--- src/rtl/sram_oq_scheduler_if.sv ---
// SRAM word-command channel between the output-queue scheduler (master)
// and the SRAM controller (slave).
interface sram_oq_scheduler_if #(
  parameter int QUEUE_ID_WIDTH = 3,
  parameter int MEM_ADDR_WIDTH = 19
);
  logic                      valid;
  logic                      we;
  logic [MEM_ADDR_WIDTH-1:0] addr;
  logic [QUEUE_ID_WIDTH-1:0] qid;
  logic                      ready;

  modport master (output valid, we, addr, qid, input ready);
  modport slave  (input valid, we, addr, qid, output ready);
endinterface

--- src/rtl/sram_oq_scheduler.sv ---
// Arbitrates the single SRAM command port between input writes and round-robin
// output reads, maintaining a circular region, pointers and occupancy per queue.
module sram_oq_scheduler #(
  parameter int NUM_QUEUES     = 5,
  parameter int QUEUE_ID_WIDTH = 3,
  parameter int MEM_ADDR_WIDTH = 19,
  parameter int QUEUE_SIZE     = 104857
) (
  input  logic                      clk,
  input  logic                      reset,
  input  logic                      wr_req,
  input  logic [QUEUE_ID_WIDTH-1:0] wr_qid,
  output logic                      wr_ack,
  output logic [MEM_ADDR_WIDTH-1:0] wr_free,
  output logic                      wr_bad_qid,
  input  logic [NUM_QUEUES-1:0]     rd_port_ready,
  sram_oq_scheduler_if.master       mem_cmd,
  output logic [NUM_QUEUES-1:0]     q_empty,
  output logic [NUM_QUEUES-1:0]     q_full
);

  localparam logic [MEM_ADDR_WIDTH-1:0] QSIZE    = MEM_ADDR_WIDTH'(QUEUE_SIZE);
  localparam logic [MEM_ADDR_WIDTH-1:0] ONE      = MEM_ADDR_WIDTH'(1);
  localparam logic [QUEUE_ID_WIDTH-1:0] LAST_QID = QUEUE_ID_WIDTH'(NUM_QUEUES - 1);
  localparam logic OP_READ  = 1'b0;
  localparam logic OP_WRITE = 1'b1;

  logic [MEM_ADDR_WIDTH-1:0] wr_ptr_reg    [NUM_QUEUES];
  logic [MEM_ADDR_WIDTH-1:0] rd_ptr_reg    [NUM_QUEUES];
  logic [MEM_ADDR_WIDTH-1:0] count_reg     [NUM_QUEUES];
  logic [MEM_ADDR_WIDTH-1:0] wr_ptr_next   [NUM_QUEUES];
  logic [MEM_ADDR_WIDTH-1:0] rd_ptr_next   [NUM_QUEUES];
  logic [MEM_ADDR_WIDTH-1:0] count_next    [NUM_QUEUES];
  logic [MEM_ADDR_WIDTH-1:0] base_addr     [NUM_QUEUES];
  logic [NUM_QUEUES-1:0]     q_empty_reg, q_full_reg, empty_next, full_next;
  logic [NUM_QUEUES-1:0]     rd_cand, wr_hit, rd_hit;

  logic                      cmd_valid_reg, cmd_we_reg;
  logic [MEM_ADDR_WIDTH-1:0] cmd_addr_reg;
  logic [QUEUE_ID_WIDTH-1:0] cmd_qid_reg;
  logic [QUEUE_ID_WIDTH-1:0] rr_ptr_reg;
  logic                      last_op_reg;

  logic                      slot_free, wr_valid_qid, wr_cand, rd_any, do_write, do_read;
  logic [QUEUE_ID_WIDTH-1:0] wr_idx, rd_qid, scan_idx;
  int                        scan_pos;

  function automatic logic [MEM_ADDR_WIDTH-1:0] next_off(input logic [MEM_ADDR_WIDTH-1:0] p);
    return (p == QSIZE - ONE) ? '0 : p + ONE;
  endfunction

  assign slot_free    = !cmd_valid_reg || mem_cmd.ready;
  assign wr_valid_qid = (wr_qid <= LAST_QID);
  // Invalid ids are steered to queue 0 for indexing only; wr_cand masks them out.
  assign wr_idx       = wr_valid_qid ? wr_qid : '0;
  assign wr_cand      = wr_req && wr_valid_qid && !q_full_reg[wr_idx];
  assign wr_bad_qid   = wr_req && !wr_valid_qid;
  assign wr_free      = wr_valid_qid ? (QSIZE - count_reg[wr_idx]) : '0;

  always_comb begin
    rd_any   = 1'b0;
    rd_qid   = '0;
    scan_pos = 0;
    scan_idx = '0;
    for (int i = 1; i <= NUM_QUEUES; i++) begin
      scan_pos = int'(rr_ptr_reg) + i;
      if (scan_pos >= NUM_QUEUES) scan_pos = scan_pos - NUM_QUEUES;
      scan_idx = QUEUE_ID_WIDTH'(scan_pos);
      if (!rd_any && rd_cand[scan_idx]) begin
        rd_any = 1'b1;
        rd_qid = scan_idx;
      end
    end
  end

  // On a conflict the direction opposite to the last issued one wins.
  assign do_write = slot_free && wr_cand && (!rd_any || last_op_reg == OP_READ);
  assign do_read  = slot_free && rd_any && !do_write;
  assign wr_ack   = do_write;

  genvar gi;
  generate
    for (gi = 0; gi < NUM_QUEUES; gi++) begin : g_queue
      assign base_addr[gi]   = MEM_ADDR_WIDTH'(gi * QUEUE_SIZE);
      assign rd_cand[gi]     = !q_empty_reg[gi] && rd_port_ready[gi];
      assign wr_hit[gi]      = do_write && (wr_idx == QUEUE_ID_WIDTH'(gi));
      assign rd_hit[gi]      = do_read && (rd_qid == QUEUE_ID_WIDTH'(gi));
      assign wr_ptr_next[gi] = wr_hit[gi] ? next_off(wr_ptr_reg[gi]) : wr_ptr_reg[gi];
      assign rd_ptr_next[gi] = rd_hit[gi] ? next_off(rd_ptr_reg[gi]) : rd_ptr_reg[gi];
      assign count_next[gi]  = wr_hit[gi] ? count_reg[gi] + ONE :
                               rd_hit[gi] ? count_reg[gi] - ONE : count_reg[gi];
      assign empty_next[gi]  = (count_next[gi] == '0);
      assign full_next[gi]   = (count_next[gi] == QSIZE);
    end
  endgenerate

  always_ff @(posedge clk) begin
    if (reset) begin
      cmd_valid_reg <= 1'b0;
      cmd_we_reg    <= 1'b0;
      cmd_addr_reg  <= '0;
      cmd_qid_reg   <= '0;
      rr_ptr_reg    <= LAST_QID;
      last_op_reg   <= OP_READ;
      wr_ptr_reg    <= '{default: '0};
      rd_ptr_reg    <= '{default: '0};
      count_reg     <= '{default: '0};
      q_empty_reg   <= '1;
      q_full_reg    <= '0;
    end else begin
      if (slot_free) begin
        cmd_valid_reg <= do_write || do_read;
        if (do_write) begin
          cmd_we_reg   <= 1'b1;
          cmd_addr_reg <= base_addr[wr_idx] + wr_ptr_reg[wr_idx];
          cmd_qid_reg  <= wr_idx;
          last_op_reg  <= OP_WRITE;
        end else if (do_read) begin
          cmd_we_reg   <= 1'b0;
          cmd_addr_reg <= base_addr[rd_qid] + rd_ptr_reg[rd_qid];
          cmd_qid_reg  <= rd_qid;
          last_op_reg  <= OP_READ;
          rr_ptr_reg   <= rd_qid;
        end
      end
      wr_ptr_reg  <= wr_ptr_next;
      rd_ptr_reg  <= rd_ptr_next;
      count_reg   <= count_next;
      q_empty_reg <= empty_next;
      q_full_reg  <= full_next;
    end
  end

  assign mem_cmd.valid = cmd_valid_reg;
  assign mem_cmd.we    = cmd_we_reg;
  assign mem_cmd.addr  = cmd_addr_reg;
  assign mem_cmd.qid   = cmd_qid_reg;
  assign q_empty       = q_empty_reg;
  assign q_full        = q_full_reg;

endmodule
--- src/flat_wrapper.sv ---
// flat-port wrapper written by rule: the top's interface ports become plain ports
module sram_oq_scheduler_flat 
#(
  parameter int NUM_QUEUES     = 5,
  parameter int QUEUE_ID_WIDTH = 3,
  parameter int MEM_ADDR_WIDTH = 19,
  parameter int QUEUE_SIZE     = 104857
)
  (clk, reset, wr_req, wr_qid, wr_ack, wr_free, wr_bad_qid, rd_port_ready, q_empty, q_full, mem_cmd_valid, mem_cmd_we, mem_cmd_addr, mem_cmd_qid, mem_cmd_ready);
  sram_oq_scheduler_if #(.QUEUE_ID_WIDTH(QUEUE_ID_WIDTH), .MEM_ADDR_WIDTH(MEM_ADDR_WIDTH)) mem_cmd_i ();
  input  logic clk;
  input  logic reset;
  input  logic wr_req;
  input  logic [QUEUE_ID_WIDTH-1:0] wr_qid;
  output logic wr_ack;
  output logic [MEM_ADDR_WIDTH-1:0] wr_free;
  output logic wr_bad_qid;
  input  logic [NUM_QUEUES-1:0] rd_port_ready;
  output logic [NUM_QUEUES-1:0] q_empty;
  output logic [NUM_QUEUES-1:0] q_full;
  output wire logic [$bits(mem_cmd_i.valid)-1:0] mem_cmd_valid;
  output wire logic [$bits(mem_cmd_i.we)-1:0] mem_cmd_we;
  output wire logic [$bits(mem_cmd_i.addr)-1:0] mem_cmd_addr;
  output wire logic [$bits(mem_cmd_i.qid)-1:0] mem_cmd_qid;
  input wire logic [$bits(mem_cmd_i.ready)-1:0] mem_cmd_ready;
  assign mem_cmd_valid = mem_cmd_i.valid;
  assign mem_cmd_we = mem_cmd_i.we;
  assign mem_cmd_addr = mem_cmd_i.addr;
  assign mem_cmd_qid = mem_cmd_i.qid;
  assign mem_cmd_i.ready = mem_cmd_ready;
  sram_oq_scheduler #(.NUM_QUEUES(NUM_QUEUES), .QUEUE_ID_WIDTH(QUEUE_ID_WIDTH), .MEM_ADDR_WIDTH(MEM_ADDR_WIDTH), .QUEUE_SIZE(QUEUE_SIZE)) u_core (.clk(clk), .reset(reset), .wr_req(wr_req), .wr_qid(wr_qid), .wr_ack(wr_ack), .wr_free(wr_free), .wr_bad_qid(wr_bad_qid), .rd_port_ready(rd_port_ready), .mem_cmd(mem_cmd_i), .q_empty(q_empty), .q_full(q_full));
endmodule
--- config.mk ---
export PLATFORM = sky130hd
export DESIGN_NAME = sram_oq_scheduler_flat
export DESIGN_NICKNAME = d
export VERILOG_FILES = /design/src/rtl/sram_oq_scheduler_if.sv /design/src/rtl/sram_oq_scheduler.sv /design/src/flat_wrapper.sv
export SDC_FILE = /design/constraint.sdc
export NUM_CORES = 1
export LEC_CHECK = 0
export CELL_PAD_IN_SITES_DETAIL_PLACEMENT = 1
export CELL_PAD_IN_SITES_GLOBAL_PLACEMENT = 1
export CORE_ASPECT_RATIO = 2
export CORE_UTILIZATION = 51
export CTS_CLUSTER_DIAMETER = 120
export DETAILED_ROUTE_END_ITERATION = 10
export PLACE_DENSITY = 0.88
export SYNTH_ARGS = -nofsm -noshare
export SYNTH_HDL_FRONTEND = slang
export SYNTH_SLANG_ARGS = --single-unit
export TNS_END_PERCENT = 10
--- constraint.sdc ---
create_clock -name clk -period 19.05 [get_ports clk]
set_input_delay 3.81 -clock clk [delete_from_list [all_inputs] [get_ports clk]]
set_output_delay 3.81 -clock clk [all_outputs]
set_load 0.03 [all_outputs]
Word-level counts from Yosys, hierarchy flattened --
Memory sizes are Yosys's and may differ from the RTL's. Index checks and enable logic that the tools add are counted.
Word-level totals: register bits 322, input bits 12, memories 2, output and inout bits 55, memory bits (read-only) 304
Memories:
- (no name shown) | depth 8, bits a word 19, rd ports 1, clocked after memory_dff 0, wr ports 0, RTL line sram_oq_scheduler.sv:115 | cmd_addr_reg <= base_addr[wr_idx] + wr_ptr_reg[wr_idx];
- (no name shown) | depth 8, bits a word 19, rd ports 1, clocked after memory_dff 0, wr ports 0, RTL line sram_oq_scheduler.sv:120 | cmd_addr_reg <= base_addr[rd_qid] + rd_ptr_reg[rd_qid];
Operators by class: eq/ne operators 23, multiplexer cells 68, add/subtract/negate cells 33, reductions and logical operators 53, magnitude comparators 14, bitwise operators 4
Operators with widths (count):
- $mux W19 | 33
- $add A19 B1 Y19 const B | 15
- $eq A19 B17 Y1 const B | 15
- $bmux W19 S3 | 3
- $logic_not A19 Y1 | 5
- $sub A19 B1 Y19 const B | 5
- $mux W3 | 13
- $add A19 B19 Y19 | 2
- $logic_and A1 B1 Y1 | 26
- $lt A3 B4 Y1 const B | 6
- $ge A4 B3 Y1 const B | 5
- $sub A17 B19 Y19 const A | 1
- $bmux W1 S3 | 6
- $sub A3 B3 Y3 const B | 5
- $logic_not A1 Y1 | 14
- $mux W1 | 13
- $eq A3 B2 Y1 const B | 4
- $add A3 B2 Y4 const B | 2
- $add A3 B3 Y4 const B | 2
- $ge A4 B4 Y1 const B | 2
- $not A3 Y4 | 2
- $eq A3 B1 Y1 const B | 2
- $eq A3 B3 Y1 const B | 2
- $logic_not A3 Y1 | 2
- 7 further kinds | 10

Depth between registers and ports, before layout --
Gate-level depths: netlist (run 1).
depth in word-level cells 27, depth in mapped cells 36

Least setup slack after synthesis (run 1) --
Ideal clock, no wire load.
path type input -> output, start input port wr_qid[0], end output port wr_free[15], slack 8700 ps, path buffers 2, stages on the path 14, data arrival time 6540 ps, required time 15240 ps, cells stage by stage nor2_1 nand2_1 clkbuf_1 clkinv_1 clkbuf_1 a21oi_1 ha_1 nor2_1 or2_2 a21oi_1 nor2_1 or2_2 xor2_1 nor2_1
On the way: longest elaborated chain between the ends 8
Ends and longest elaborated chain:
- from (decl) | RTL line flat_wrapper.sv:14 | input logic [QUEUE_ID_WIDTH-1:0] wr_qid;
- $le A3 B3 Y1 | RTL line sram_oq_scheduler.sv:53 | assign wr_valid_qid = (wr_qid <= LAST_QID);
- $mux W3 | RTL line sram_oq_scheduler.sv:55 | assign wr_idx = wr_valid_qid ? wr_qid : '0;
- $not A3 Y4 (implied by the code) | RTL line sram_oq_scheduler.sv:58 | assign wr_free = wr_valid_qid ? (QSIZE - count_reg[wr_idx]) : '0;
- $bmux W19 S3 | RTL line sram_oq_scheduler.sv:58
- $mux W19 (implied by the code) (2 in a row) | RTL line sram_oq_scheduler.sv:58
- $sub A17 B19 Y19 | RTL line sram_oq_scheduler.sv:58
- $mux W19 (*) | RTL line sram_oq_scheduler.sv:58
- to (decl) | RTL line flat_wrapper.sv:16 | output logic [MEM_ADDR_WIDTH-1:0] wr_free;
Every way passes the cells marked *; elsewhere a longest branch is shown, timed or not. The select of a mux whose other input is x is not followed.

Worst setup path after layout (run 1) --
start input port wr_qid[1], end output port wr_free[14]
Same word-level chain as after synthesis.

==> results of run 1 <==
-- area by class of cell --
type | instances | area, um2
Sequential cell | 322 | 6446
Inverter | 92 | 345.3
Fill cell | 5160 | 17600
Timing Repair Buffer | 95 | 870.8
Multi-Input combinational cell | 2254 | 13900
Tap cell | 535 | 669.4
Clock buffer | 42 | 920.9
Clock inverter | 17 | 231.5
Antenna cell | 1 | 2.502
-- per-layer routing --
layer | global-route usage | share of wire
met5 | 0 | 0.000074
met4 | 0.3410 | 0.10
met3 | 0.05887 | 0.045
met2 | 0.7096 | 0.52
met1 | 0.3414 | 0.33
-- power breakdown --
group / leakage [nW] / internal (mW) / switching (mW)
Sequential: 2.61 / 0.763 / 0.146
Clock: 0.571 / 0.414 / 0.305
Combinational: 5.48 / 0.919 / 1.73
-- final timing paths --
check / cells after the start / from / endpoint / slack, ns
max reg2reg: 27 / u_core.rr_ptr_reg[0] / u_core.mem_cmd.addr[18] / 9.70
min: 2 / u_core.wr_ptr_reg[1] / u_core.wr_ptr_reg[1] / 0.50
max: 17 / wr_qid[1] / wr_free[14] / 6.33
min reg2reg: 2 / u_core.wr_ptr_reg[1] / u_core.wr_ptr_reg[1] / 0.50
-- synthesized netlist by cell type (all sizes together) (5+ instances only) --
library cell,instances,area [um2]
mux2,29,326.6
or3,41,256.5
a31oi,18,112.6
o21a,7,52.55
nor4,43,281.5
a32oi,10,87.58
a221oi,5,50.04
dfxtp,322,6446
mux2i,18,183.9
o31ai,11,82.58
nand2,351,1320
clkbuf,100,375.4
o21ai,135,686.9
xor2,169,1480
and2,42,262.8
a22oi,5,42.54
or4,6,45.04
nor4b,13,120.1
nor2,370,1389
and3,47,299.0
a21o,10,75.07
nand3,144,720.7
or3b,7,61.31
ha,80,1001
inv,89,334.1
a211oi,45,337.8
o22ai,12,81.33
a21oi,119,599.3
and4,5,43.79
a41oi,11,96.34
nand4,94,588.1
xnor2,115,1007
nor2b,33,206.5
nand3b,7,52.55
buf,33,165.2
a311oi,21,183.9
o211ai,17,127.6
or2,15,93.84
nor3,95,501.7
o41ai,16,177.7
o21bai,6,45.04
nand2b,19,118.9
-- worst max-delay path, delay by kind of cell --
kind	cells	cell delay, ns
buf+inv	5	2.53
simple gates	8	1.83
compound gates	3	0.59
xor+xnor	1	0.13
-- metrics by stage --
step	hold slack [ns]	instance area (um2)	utilization
finish	0.5004	23390	0.5706
global route	0.5216	23390	0.5706
CTS	0.4991	23390	0.5706
detailed placement	0.4898	22240	0.5425
global placement	0.4666	22240	0.5425
floorplan	0.4530	21220	-
-- logic make-up (layout without fill, tap and decap cells) --
group                    after synthesis  count (layout)
other                                  0               1
AND/OR/NAND/NOR                     1347            1347
buffers and inverters                225             246
flip-flops                           322             322
multiplexers                          51              51
AO/OA/AOI/OAI                        489             489
adder cells (fa/ha/maj)               83              83
XOR/XNOR                             284             284
==> flow_metrics.py, run 1 <==
metrics = {
    "critical_path": {
        "crit_path_max_incr_delay_ns": 0.73,
        "crit_type": "in2out",
        "crit_path_top_delay_cell": "clkinv_1",
        "end_kind": "output pin",
        "critPathMaxFanout": 59,
        "cp_cell_sequence": "buf_2, buf_4, nor2_1, nand2_1, clkinv_1, buf_4, a311oi_1, a21oi_1, or2_2, nor2_1, or2_2, a21oi_1, or2_2, and2_1, xnor2_1, nor2_1, clkdlybuf4s50_1",
        "critPathLaunchType": "input port",
        "crit_arrival_ns": 8.91,
        "required_ns": 15.24,
    },
    "synth": {
        "synth_fa_ha_area_frac": 0.05001,
        "synthCells": 2801,
        "synthesis.nets": 2896,
        "synth_cell_types": 94,
        "synth_seq_cells": 322,
        "synth-xor-area-share": 0.1172,
        "synth_top_family_by_area": "simple AND/OR/NAND/NOR gates",
        "netlist_area_mm2": 0.02122,
        "synthSimpleGateAreaFrac": 0.3063,
        "yosys_warnings": 0,
        "yosysSeqAreaShare": 0.3038,
        "muxShareOfSynthArea": 0.02831,
        "syn_area_per_cell_um2": 7.574,
        "synth_edf_count": 0,
        "synthFlopType": "dfxtp_1",
        "synth_compound_area_frac": 0.1525,
        "synthArstFlopShare": 0,
    },
    "sta": {
        "rsz0062_at_grt": "false",
        "setup_viol": 0,
        "drv_slew": 0,
        "worst_slew_pin_slew_ns": 1.190,
        "min_period_ns": 12.72,
        "fin_skew_ns": 0.01858,
        "fin_tns_setup_ns": 0,
        "fmax_mhz": 78.63,
        "fin_ws_ns": 6.333,
        "slew_headroom": 0.1980,
        "post-route-period-util": 0.6676,
        "hold_viol_final": 0,
    },
    "pwr": {
        "pwr_density_cell_mw_per_mm2": 182.9,
        "power_mw": 4.279,
        "p_leak_nw": 8.658,
        "vdd_drop_max_mv": 0.1462,
    },
    "global_routing": {
        "first_global_vias": 23390,
        "grt_max_degree": 76,
        "antenna_found_initial": 1,
        "grt-ovfl-total": 0,
        "grt_pass1_wl_mm": 126.3,
        "grt_usage": 0.3773,
    },
    "routing": {
        "postRouteAntennaNets": 0,
        "drtIter0Drc": 1043,
        "drt-total-wl_mm": 80.63,
        "drcViolationCount": 0,
        "firstDrtPassIters": 5,
        "vias": 21480,
        "wire_per_inst_um": 24.01,
        "post_drt_via_cell_ratio": 6.397,
    },
    "die": {
        "die_area_mm2": 0.04247,
        "core_mm2": 0.04099,
        "initial_core_util": 0.5176,
        "die_h_um": 290.4,
        "rows": 105,
        "io_pins": 67,
        "die_w_um": 146.2,
    },
    "placement": {
        "dp.cells": 3298,
        "dp_hpwl_mm": 61.17,
        "dp_slack_ns": 6.388,
        "gp_congestion": 1.014,
        "port_buffers": 66,
    },
    "clock_network": {
        "htree_levels": 2,
        "cts_num_sinks": 322,
        "clock_path_buffers": 3,
        "insertion_delay_ns": 0.55,
        "post_cts_buffers": 0,
        "tritoncts": "yes",
        "cts_buffers": 34,
        "cts_resized": 0,
        "cts_root_buffer": "clkbuf_16",
        "path_clk_slew_ns": 0.07,
        "hold_buffers": 0,
    },
    "finish": {
        "mostFrequentLayoutCells": "nor2_1 (369), nand2_1 (350), dfxtp_1 (322)",
        "final_nets": 2894,
        "synthToLayoutAreaGrowth_pct": 10.25,
        "drive_gt1_frac": 0.05953,
        "final_common_cell": "nor2_1",
        "finalNonFillerCells": 3358,
    },
    "run_status": {
        "status": "completed",
    },
    "min_path": {
        "hold_class": "reg2reg",
    },
    "job": {
        "maxCapViolations": 0,
    },
}
Note: power is estimated with default switching activity, not from simulation.
==> run 2, diff against run 1 <==
--- a/config.mk
+++ b/config.mk
@@ -8,10 +8,10 @@
 export CELL_PAD_IN_SITES_DETAIL_PLACEMENT = 1
 export CELL_PAD_IN_SITES_GLOBAL_PLACEMENT = 1
 export CORE_ASPECT_RATIO = 2
-export CORE_UTILIZATION = 51
+export CORE_UTILIZATION = 47
 export CTS_CLUSTER_DIAMETER = 120
 export DETAILED_ROUTE_END_ITERATION = 10
-export PLACE_DENSITY = 0.88
+export PLACE_DENSITY = 0.82
 export SYNTH_ARGS = -nofsm -noshare
 export SYNTH_HDL_FRONTEND = slang
 export SYNTH_SLANG_ARGS = --single-unit
==> constraint.sdc (replaced) <==
create_clock -name clk -period 12.75 [get_ports clk]
set_input_delay 2.55 -clock clk [delete_from_list [all_inputs] [get_ports clk]]
set_output_delay 2.55 -clock clk [all_outputs]
set_load 0.03 [all_outputs]
==> run 2 against run 1 <==
The flow now finishes with violations (DRC). Die area rose by 8.4%. Utilization down 4.2 points. Final cell count is 0.57% higher. Count of clock-buffer cells in the layout is 7 higher. Hold slack improved by 0.0059 ns. Sequential power up 50%. Critical path type unchanged.
==> flow_metrics.py, run 2 (synthesized netlist as in run 1, its figures left out) <==
metrics = {
    "placement": {
        "gp_congestion": 0.9986,
        "dp.cells": 3316,
        "dp_hpwl_mm": 62.29,
        "port_buffers": 66,
        "dp_slack_ns": 2.383,
    },
    "die": {
        "core_mm2": 0.04432,
        "io_pins": 67,
        "die_w_um": 152.2,
        "die_area_mm2": 0.04604,
        "die_h_um": 302.5,
        "initial_core_util": 0.4786,
        "rows": 109,
    },
    "sta": {
        "drv_slew": 0,
        "fin_skew_ns": 0.01723,
        "slew_headroom": 0.3171,
        "hold_viol_final": 0,
        "fin_ws_ns": 2.250,
        "min_period_ns": 10.50,
        "fin_tns_setup_ns": 0,
        "fmax_mhz": 95.24,
        "post-route-period-util": 0.8235,
        "setup_viol": 0,
        "hold_slack_ns": 0.5062,
        "worst_slew_pin_slew_ns": 1.015,
        "rsz0062_at_grt": "false",
    },
    "routing": {
        "drcViolationCount": 12,
        "firstDrtPassIters": 8,
        "drtIter0Drc": 882,
        "wire_per_inst_um": 23.76,
        "vias": 21290,
        "postRouteAntennaNets": 0,
        "post_drt_via_cell_ratio": 6.305,
        "drt-total-wl_mm": 80.23,
    },
    "clock_network": {
        "clock_path_buffers": 3,
        "hold_buffers": 0,
        "htree_levels": 2,
        "cts_resized": 0,
        "post_cts_buffers": 0,
        "tritoncts": "yes",
        "cts_buffers": 35,
        "cts_root_buffer": "clkbuf_16",
        "insertion_delay_ns": 0.54,
        "path_clk_slew_ns": 0.07,
        "cts_num_sinks": 322,
    },
    "critical_path": {
        "crit_top_cell": "nor2_1",
        "reg2reg_from": "u_core.rr_ptr_reg[0]",
        "crit_arrival_ns": 7.95,
        "end_kind": "output pin",
        "crit_path_top_delay_cell": "clkinv_1",
        "required_ns": 10.20,
        "crit_path_max_incr_delay_ns": 0.91,
        "critPathLaunchType": "input port",
        "cp_cell_sequence": "clkdlybuf4s50_1, nand2b_1, buf_4, clkinv_1, nand2_1, a311oi_1, a21oi_1, ha_1, nor2_1, or2_2, a21oi_1, nor2_1, or2_2, xor2_1, nor2_1, clkdlybuf4s50_1",
        "startpoint": "wr_qid[2]",
        "crit_type": "in2out",
        "critPathMaxFanout": 42,
    },
    "global_routing": {
        "grt-ovfl-total": 0,
        "grt_pass1_wl_mm": 124.5,
        "grt_max_degree": 60,
        "first_global_vias": 22800,
        "grt_usage": 0.3465,
        "antenna_found_initial": 2,
    },
    "run_status": {
        "failed_checks": "DRC",
        "status": "finished with violations",
    },
    "pwr": {
        "power_mw": 6.333,
        "p_leak_nw": 8.652,
        "vdd_drop_max_mv": 0.1574,
        "pwr_density_cell_mw_per_mm2": 270.3,
    },
    "finish": {
        "finalNonFillerCells": 3377,
        "final_common_cell": "nor2_1",
        "mostFrequentLayoutCells": "nor2_1 (369), nand2_1 (350), dfxtp_1 (322)",
        "synthToLayoutAreaGrowth_pct": 10.43,
        "drive_gt1_frac": 0.05920,
        "final_nets": 2893,
    },
    "job": {
        "maxCapViolations": 0,
    },
    "min_path": {
        "hold_start": "u_core.wr_ptr_reg[1]",
        "hold_class": "reg2reg",
    },
}
==> run 2: through the flow <==
stage            util  instance area, um2
2_1_floorplan       -               21220
3_3_place_gp   0.5019               22250
3_5_place_dp   0.5019               22250
4_1_cts        0.5285               23430
5_1_grt        0.5285               23430
6_report       0.5286               23430
==> run 2: final timing paths <==
kind,cells past startpoint,to,slack [ns]
setup reg to reg,31,u_core.mem_cmd.addr[18],3.63
hold reg to reg,2,u_core.wr_ptr_reg[1],0.51
hold / removal,2,u_core.wr_ptr_reg[1],0.51
setup / recovery,16,wr_free[15],2.25
==> run 2: where the power goes <==
group	total [mW]	internal, mW	switching (mW)
Combinational	3.89	1.37	2.52
Clock	1.08	0.630	0.452
Sequential	1.36	1.14	0.223
Total	6.33	3.14	3.19
==> run 2: layer usage <==
layer  vias up  track usage  wire length [um]
li1       9871            -                 -
met1     10420       0.3211             27230
met2       614       0.6532             41630
met3       384      0.04771              3244
met4         4       0.3260              8101
met5         -            0                24
==> run 2: final cells by class <==
class | count | area [um2]
inverter | 92 | 345.3
tap | 555 | 694.4
clock inverter | 11 | 137.6
timing repair buffer | 93 | 855.8
sequential | 322 | 6446
fill | 5504 | 20900
antenna | 1 | 2.502
multi-input combinational | 2254 | 13910
clock buffer | 49 | 1041
==> run 2: critical path: cells and delay by family <==
family                   cells  cell delay (ns)
adder cells (fa/ha/maj)      1             0.26
AO/OA/AOI/OAI                3             0.88
XOR/XNOR                     1             0.17
buffers and inverters        4             2.58
AND/OR/NAND/NOR              7             1.50
